**src/rtl/pipeline_pkg.sv**
```systemverilog
// pipeline_pkg -- constants, FSM encoding and helpers shared by the hazard
// control logic.
//   CNT_W / CNT_MAX : performance counter width and saturation value
//   state_e         : control FSM state (RUN = 0, STALL = 1)
//   sat_inc()       : saturating counter increment
package pipeline_pkg;

  localparam int CNT_W = 32;
  localparam logic [CNT_W-1:0] CNT_MAX = '1;
  localparam logic [CNT_W-1:0] CNT_ONE = {{(CNT_W-1){1'b0}}, 1'b1};

  typedef enum logic {
    ST_RUN   = 1'b0,
    ST_STALL = 1'b1
  } state_e;

  function automatic logic [CNT_W-1:0] sat_inc(input logic [CNT_W-1:0] v,
                                               input logic             en);
    return (en && (v != CNT_MAX)) ? v + CNT_ONE : v;
  endfunction

endpackage

```
**src/rtl/hazard_detect.sv**
```systemverilog
// hazard_detect -- works out how many bubbles the instruction in ID needs.
//   i_id_rs1/2, i_id_uses_rs1/2 : sources read by the ID instruction
//   i_ex_rd, i_ex_memRead, i_ex_regWrite : producer in ID/EX
//   i_mem_rd, i_mem_regWrite    : producer in EX/MEM
//   i_fwd_en                    : forwarding network active
//   o_bubbles                   : 0..2 bubbles required
module hazard_detect
  import pipeline_pkg::*;
(
  input  logic [4:0] i_id_rs1,
  input  logic [4:0] i_id_rs2,
  input  logic       i_id_uses_rs1,
  input  logic       i_id_uses_rs2,
  input  logic [4:0] i_ex_rd,
  input  logic       i_ex_memRead,
  input  logic       i_ex_regWrite,
  input  logic [4:0] i_mem_rd,
  input  logic       i_mem_regWrite,
  input  logic       i_fwd_en,
  output logic [1:0] o_bubbles
);

  logic w_ex_match;
  logic w_mem_match;

  // x0 is hardwired zero, so a write to it never creates a dependency.
  assign w_ex_match  = (i_ex_rd != 5'd0) &&
                       ((i_id_uses_rs1 && (i_id_rs1 == i_ex_rd)) ||
                        (i_id_uses_rs2 && (i_id_rs2 == i_ex_rd)));
  assign w_mem_match = (i_mem_rd != 5'd0) &&
                       ((i_id_uses_rs1 && (i_id_rs1 == i_mem_rd)) ||
                        (i_id_uses_rs2 && (i_id_rs2 == i_mem_rd)));

  always_comb begin
    o_bubbles = 2'd0;
    if (i_fwd_en) begin
      // With forwarding only a load feeding the next instruction costs a bubble.
      if (i_ex_memRead && w_ex_match) o_bubbles = 2'd1;
    end else begin
      // Without forwarding wait until the producer has written the regfile.
      if (i_ex_regWrite && w_ex_match)        o_bubbles = 2'd2;
      else if (i_mem_regWrite && w_mem_match) o_bubbles = 2'd1;
    end
  end

endmodule

```
**src/rtl/hazard_control_unit.sv**
```systemverilog
// hazard_control_unit -- pipeline stall / flush / freeze control.
//   clk, reset (sync, active high)
//   id_*  : ID instruction sources; ex_*, mem_* : producers in ID/EX, EX/MEM
//   mem_branch_taken, mem_busy, fwd_en : control inputs
//   pc_write, if_id_write : advance enables
//   if_id_flush, id_ex_flush, ex_mem_flush : zero control bits next edge
//   pipe_freeze : hold ID/EX, EX/MEM, MEM/WB
//   stall_cycles, flush_count, freeze_cycles : saturating perf counters
// Priority: reset > mem_busy > branch taken > hazard stall > run.
module hazard_control_unit
  import pipeline_pkg::*;
(
  input  logic             clk,
  input  logic             reset,
  input  logic [4:0]       id_rs1,
  input  logic [4:0]       id_rs2,
  input  logic             id_uses_rs1,
  input  logic             id_uses_rs2,
  input  logic [4:0]       ex_rd,
  input  logic             ex_memRead,
  input  logic             ex_regWrite,
  input  logic [4:0]       mem_rd,
  input  logic             mem_regWrite,
  input  logic             mem_branch_taken,
  input  logic             mem_busy,
  input  logic             fwd_en,
  output logic             pc_write,
  output logic             if_id_write,
  output logic             if_id_flush,
  output logic             id_ex_flush,
  output logic             ex_mem_flush,
  output logic             pipe_freeze,
  output logic [CNT_W-1:0] stall_cycles,
  output logic [CNT_W-1:0] flush_count,
  output logic [CNT_W-1:0] freeze_cycles
);

  state_e           r_state;
  logic [1:0]       r_stall_cnt;
  logic [CNT_W-1:0] r_stall_cycles;
  logic [CNT_W-1:0] r_flush_count;
  logic [CNT_W-1:0] r_freeze_cycles;

  state_e     w_state_nxt;
  logic [1:0] w_cnt_nxt;
  logic [1:0] w_bubbles;
  logic       w_stall;
  logic       w_flush;
  logic       w_freeze;

  hazard_detect u_hazard_detect (
    .i_id_rs1       (id_rs1),
    .i_id_rs2       (id_rs2),
    .i_id_uses_rs1  (id_uses_rs1),
    .i_id_uses_rs2  (id_uses_rs2),
    .i_ex_rd        (ex_rd),
    .i_ex_memRead   (ex_memRead),
    .i_ex_regWrite  (ex_regWrite),
    .i_mem_rd       (mem_rd),
    .i_mem_regWrite (mem_regWrite),
    .i_fwd_en       (fwd_en),
    .o_bubbles      (w_bubbles)
  );

  always_comb begin
    pc_write     = 1'b1;
    if_id_write  = 1'b1;
    if_id_flush  = 1'b0;
    id_ex_flush  = 1'b0;
    ex_mem_flush = 1'b0;
    pipe_freeze  = 1'b0;
    w_state_nxt  = r_state;
    w_cnt_nxt    = r_stall_cnt;
    w_stall      = 1'b0;
    w_flush      = 1'b0;
    w_freeze     = 1'b0;
    if (reset) begin
      // Hold fetch and scrub every pipeline register while in reset.
      pc_write     = 1'b0;
      if_id_write  = 1'b0;
      if_id_flush  = 1'b1;
      id_ex_flush  = 1'b1;
      ex_mem_flush = 1'b1;
    end else if (mem_busy) begin
      // Freeze wins over a pending redirect; the branch is replayed later.
      pc_write    = 1'b0;
      if_id_write = 1'b0;
      pipe_freeze = 1'b1;
      w_freeze    = 1'b1;
    end else if (mem_branch_taken) begin
      if_id_flush  = 1'b1;
      id_ex_flush  = 1'b1;
      ex_mem_flush = 1'b1;
      w_state_nxt  = ST_RUN;
      w_cnt_nxt    = 2'd0;
      w_flush      = 1'b1;
    end else if (r_state == ST_STALL) begin
      // Remaining bubbles were decided on entry; hazards are not re-evaluated.
      pc_write    = 1'b0;
      if_id_write = 1'b0;
      id_ex_flush = 1'b1;
      w_stall     = 1'b1;
      w_cnt_nxt   = (r_stall_cnt != 2'd0) ? r_stall_cnt - 2'd1 : 2'd0;
      w_state_nxt = (r_stall_cnt <= 2'd1) ? ST_RUN : ST_STALL;
    end else if (w_bubbles != 2'd0) begin
      pc_write    = 1'b0;
      if_id_write = 1'b0;
      id_ex_flush = 1'b1;
      w_stall     = 1'b1;
      w_cnt_nxt   = w_bubbles - 2'd1;
      w_state_nxt = (w_bubbles > 2'd1) ? ST_STALL : ST_RUN;
    end
  end

  always_ff @(posedge clk) begin
    if (reset) begin
      r_state         <= ST_RUN;
      r_stall_cnt     <= 2'd0;
      r_stall_cycles  <= '0;
      r_flush_count   <= '0;
      r_freeze_cycles <= '0;
    end else begin
      r_state         <= w_state_nxt;
      r_stall_cnt     <= w_cnt_nxt;
      r_stall_cycles  <= sat_inc(r_stall_cycles, w_stall);
      r_flush_count   <= sat_inc(r_flush_count, w_flush);
      r_freeze_cycles <= sat_inc(r_freeze_cycles, w_freeze);
    end
  end

  assign stall_cycles  = r_stall_cycles;
  assign flush_count   = r_flush_count;
  assign freeze_cycles = r_freeze_cycles;

endmodule

```
**config.mk**
```make
export PLATFORM = sky130hd
export DESIGN_NAME = hazard_control_unit
export DESIGN_NICKNAME = d
export VERILOG_FILES = /design/src/rtl/pipeline_pkg.sv /design/src/rtl/hazard_detect.sv /design/src/rtl/hazard_control_unit.sv
export SDC_FILE = /design/constraint.sdc
export NUM_CORES = 1
export LEC_CHECK = 0
export BUFFER_PORTS_ARGS = -buffer_cell sky130_fd_sc_hd__buf_2
export CORE_AREA = 4 4 157 83
export DETAILED_ROUTE_END_ITERATION = 16
export DIE_AREA = 0 0 161 87
export PLACE_DENSITY = 0.77
export SLEW_MARGIN = 20
export SYNTH_ARGS = -nofsm -noshare
export SYNTH_HDL_FRONTEND = slang
export SYNTH_SLANG_ARGS = --single-unit
```
**constraint.sdc**
```tcl
create_clock -name clk -period 2.7 [get_ports clk]
set_input_delay 0.135 -clock clk [delete_from_list [all_inputs] [get_ports clk]]
set_output_delay 0.135 -clock clk [all_outputs]
set_load 0.02 [all_outputs]
```
==> impl_metrics.env <==
export IMPL_clock_power_share=0.442
export IMPL_viasPerCell=5.172
export IMPL_required_ns=2.91
export IMPL_end_kind="flip-flop"
export IMPL_ys_warn_count=0
export IMPL_finalCritPeriodShare=0.8836
export IMPL_syn_inst=600
export IMPL_hold_viol=0
export IMPL_start_util=0.4422
export IMPL_final_min_clock_period_ns=2.386
export IMPL_rrSetupSlack_ns=0.64
export IMPL_gp_congestion=0.8767
export IMPL_outcome="finished, final reports clean"
export IMPL_dp_hpwl_um=9402
export IMPL_cts_resized=0
export IMPL_combPwrFrac=0.053
export IMPL_coreArea_um2=11630
export IMPL_path_clk_slew_ns=0.07
export IMPL_drive_gt1_frac=0.2446
export IMPL_crit_path_end="stall_cycles[5]"
export IMPL_drc=0
export IMPL_grt_pass1_vias=4291
export IMPL_r2r_end="freeze_cycles[29]"
export IMPL_min_path_type="input pin to flip-flop"
export IMPL_power_density_nw_per_um2=465.3
export IMPL_r2r_worst_path_cells=6
export IMPL_synthTopCellsByArea="dfxtp_1 39%, xnor2_1 10%, xor2_1 8.3%, nor2_1 8.0%, nand4_1 4.9%"
export IMPL_placement_io_buffers=131
export IMPL_yosysSeqAreaShare=0.3853
export IMPL_cp_arrival_ns=2.60
export IMPL_vias=4660
export IMPL_ant_nets=0
export IMPL_cts_setup_buffers=0
export IMPL_grt_max_degree=41
export IMPL_synth_top_area_share=0.3853
export IMPL_ir_drop_v=0.0002877
export IMPL_ys_ff_latch=99
export IMPL_finish_utilization=0.5380
export IMPL_cts_tree="built"
export IMPL_rows=28
export IMPL_htreeDepth=3
export IMPL_switching_share=0.2279
export IMPL_finClkSkew_ns=0.007925
export IMPL_syn_nets=634
export IMPL_intPower_mw=2.248
export IMPL_leakage_nw=2.561
export IMPL_grt_pass1_wl_um=20520
export IMPL_antennaDiodeCount=0
export IMPL_clkLatencyLatePin_ns=0.34
export IMPL_antenna_found_initial=0
export IMPL_slew_limit_headroom=0.5280
export IMPL_cap_violations=0
export IMPL_dr_pass1_iters=4
export IMPL_final_common_cell="buf_2"
export IMPL_cts_made_buffers=9
export IMPL_areaGrowthSynthToFinish_pct=21.65
export IMPL_nNetsFinal=765
export IMPL_syn_area_um2=5144
export IMPL_drt_wl_total_um=12480
export IMPL_max_freq_mhz=419.2
export IMPL_p_switching_uw=663.4
export IMPL_drt_iter0_drc=302
export IMPL_syn_area_per_cell_um2=8.573
export IMPL_cts_buffer_depth=2
export IMPL_die_h_um=87
export IMPL_start_kind="input pin"
export IMPL_track_usage=0.1749
export IMPL_setup_ws_ns=0.3143
export IMPL_rsz0062_at_grt="false"
export IMPL_maxSlewViolCount=0
export IMPL_path_class="input pin to flip-flop"
export IMPL_worst_pin_slew_ns=0.7079
export IMPL_dp_worst_setup_slack_ns=-0.03424
export IMPL_timing_rr_start="freeze_cycles[2]"
export IMPL_setup_viol=0
export IMPL_ios=132
export IMPL_final_cell_mix="131 x buf_2, 110 x nor2_1, 99 x dfxtp_1"
export IMPL_wl_per_cell_um=13.85
export IMPL_synth_distinct_cells=55
export IMPL_die_area_um2=14010
export IMPL_total_power_mw=2.911
export IMPL_seq_power_share=0.505
export IMPL_root_buffer="clkbuf_16"
export IMPL_setup_worst_path_start="mem_rd[2]"
export IMPL_crit_fanout=10
export IMPL_clkSinkCount=99
export IMPL_hold_buffers=0
export IMPL_yosysTopAreaCell="dfxtp_1"
export IMPL_grt_overflow=0
export IMPL_fp_dieW_um=161
metal layers:
layer  vias up  wire length (um)  global-route usage
met2        82              6130              0.3089
met1      2220              5788              0.2212
met4         0                75             0.03560
met3         6               481             0.04255
met5         -                 0                   0
li1       2352                 -                   -
worst min path at each step:
stage	from	depth (start not counted)	slack, ns	end
final	fwd_en	3	0.16	r_state
after global routing	fwd_en	3	0.17	r_state
after CTS	fwd_en	3	0.15	r_state
after detailed placement	r_stall_cnt[1]	2	0.48	r_stall_cnt[1]
after global placement	r_stall_cnt[1]	2	0.47	r_stall_cnt[1]
after floorplan	fwd_en	2	0.36	r_state
synth_stat cells (all sizes together):
cell and n:
buf 7, dfxtp 99, nor4 17, nand2b 4, and4b 1, or3b 1, mux2i 1, dlygate4sd1 1
nand4 42, o2111ai 1, a211o 2, o22a 1, nor3 19, a31o 1, xnor2 61, o22ai 2
o21bai 1, nand3b 2, xor2 49, or4 1, o21ai 5, a21oi 5, nand2 42, and4 13
ha 4, nor3b 6, clkbuf 11, or2 1, a31oi 5, o31ai 1, nor2b 2, and3 22
a211oi 2, and2 2, or3 4, nand3 37, nor4b 3, nor2 110, inv 11, nand4b 1
final cells by class:
cell class	count	area (um^2)
fillers	1133	5374
multi-input cells	471	3012
flip-flops and latches	99	1982
repair buffers	139	715.7
clock buffers	9	225.2
well taps	165	206.4
clock inverters	7	75.07
inverters	11	41.29
logic make-up after synthesis:
group,share of synthesized area
AND/OR/NAND/NOR,0.3500
adder cells (fa/ha/maj),0.009730
XOR/XNOR,0.1873
flip-flops,0.3853
multiplexers,0.001946
buffers and inverters,0.02919
AO/OA/AOI/OAI,0.03649
critical path, cell delays in order:
cell and delay [ns]:
buf_2 0.13, xnor2_1 0.17, nand4_1 0.11, o22ai_1 0.20, o2111ai_1 0.13, o22a_1 0.25
ha_1 0.18, nor2b_2 0.15, nand2b_1 0.29, buf_4 0.26, nor4_1 0.35, xnor2_1 0.18
nor2_1 0.06
registers in the layout, indices dropped and copies added (netlist names):
name and count:
flush_count 32, freeze_cycles 32, r_stall_cnt 2, r_state 1, stall_cycles 32
power groups by stage:
| stage | logic, mW | clock network (mW) | registers (mW) |
|---|---|---|---|
| 4_1_cts | 0.156 | 1.33 | 1.47 |
| 3_3_place_gp | 0.152 | 0 | 1.50 |
| 2_1_floorplan | 0.0898 | 0 | 1.51 |
| 5_1_grt | 0.170 | 1.39 | 1.47 |
| 3_5_place_dp | 0.155 | 0 | 1.50 |
| 6_report | 0.155 | 1.29 | 1.47 |
per-stage QoR:
| stage | TNS [ns] | hold slack [ns] | instance area (um^2) | std cells |
|---|---|---|---|---|
| global route | 0 | 0.1680 | 6257 | 901 |
| global placement | 0 | 0.4710 | 5957 | 885 |
| CTS | 0 | 0.1468 | 6257 | 901 |
| detailed placement | -0.1342 | 0.4756 | 5957 | 885 |
| finish | 0 | 0.1623 | 6257 | 901 |
| floorplan | 0 | 0.3575 | 5144 | 600 |
Power figures use the tool's default switching activity.
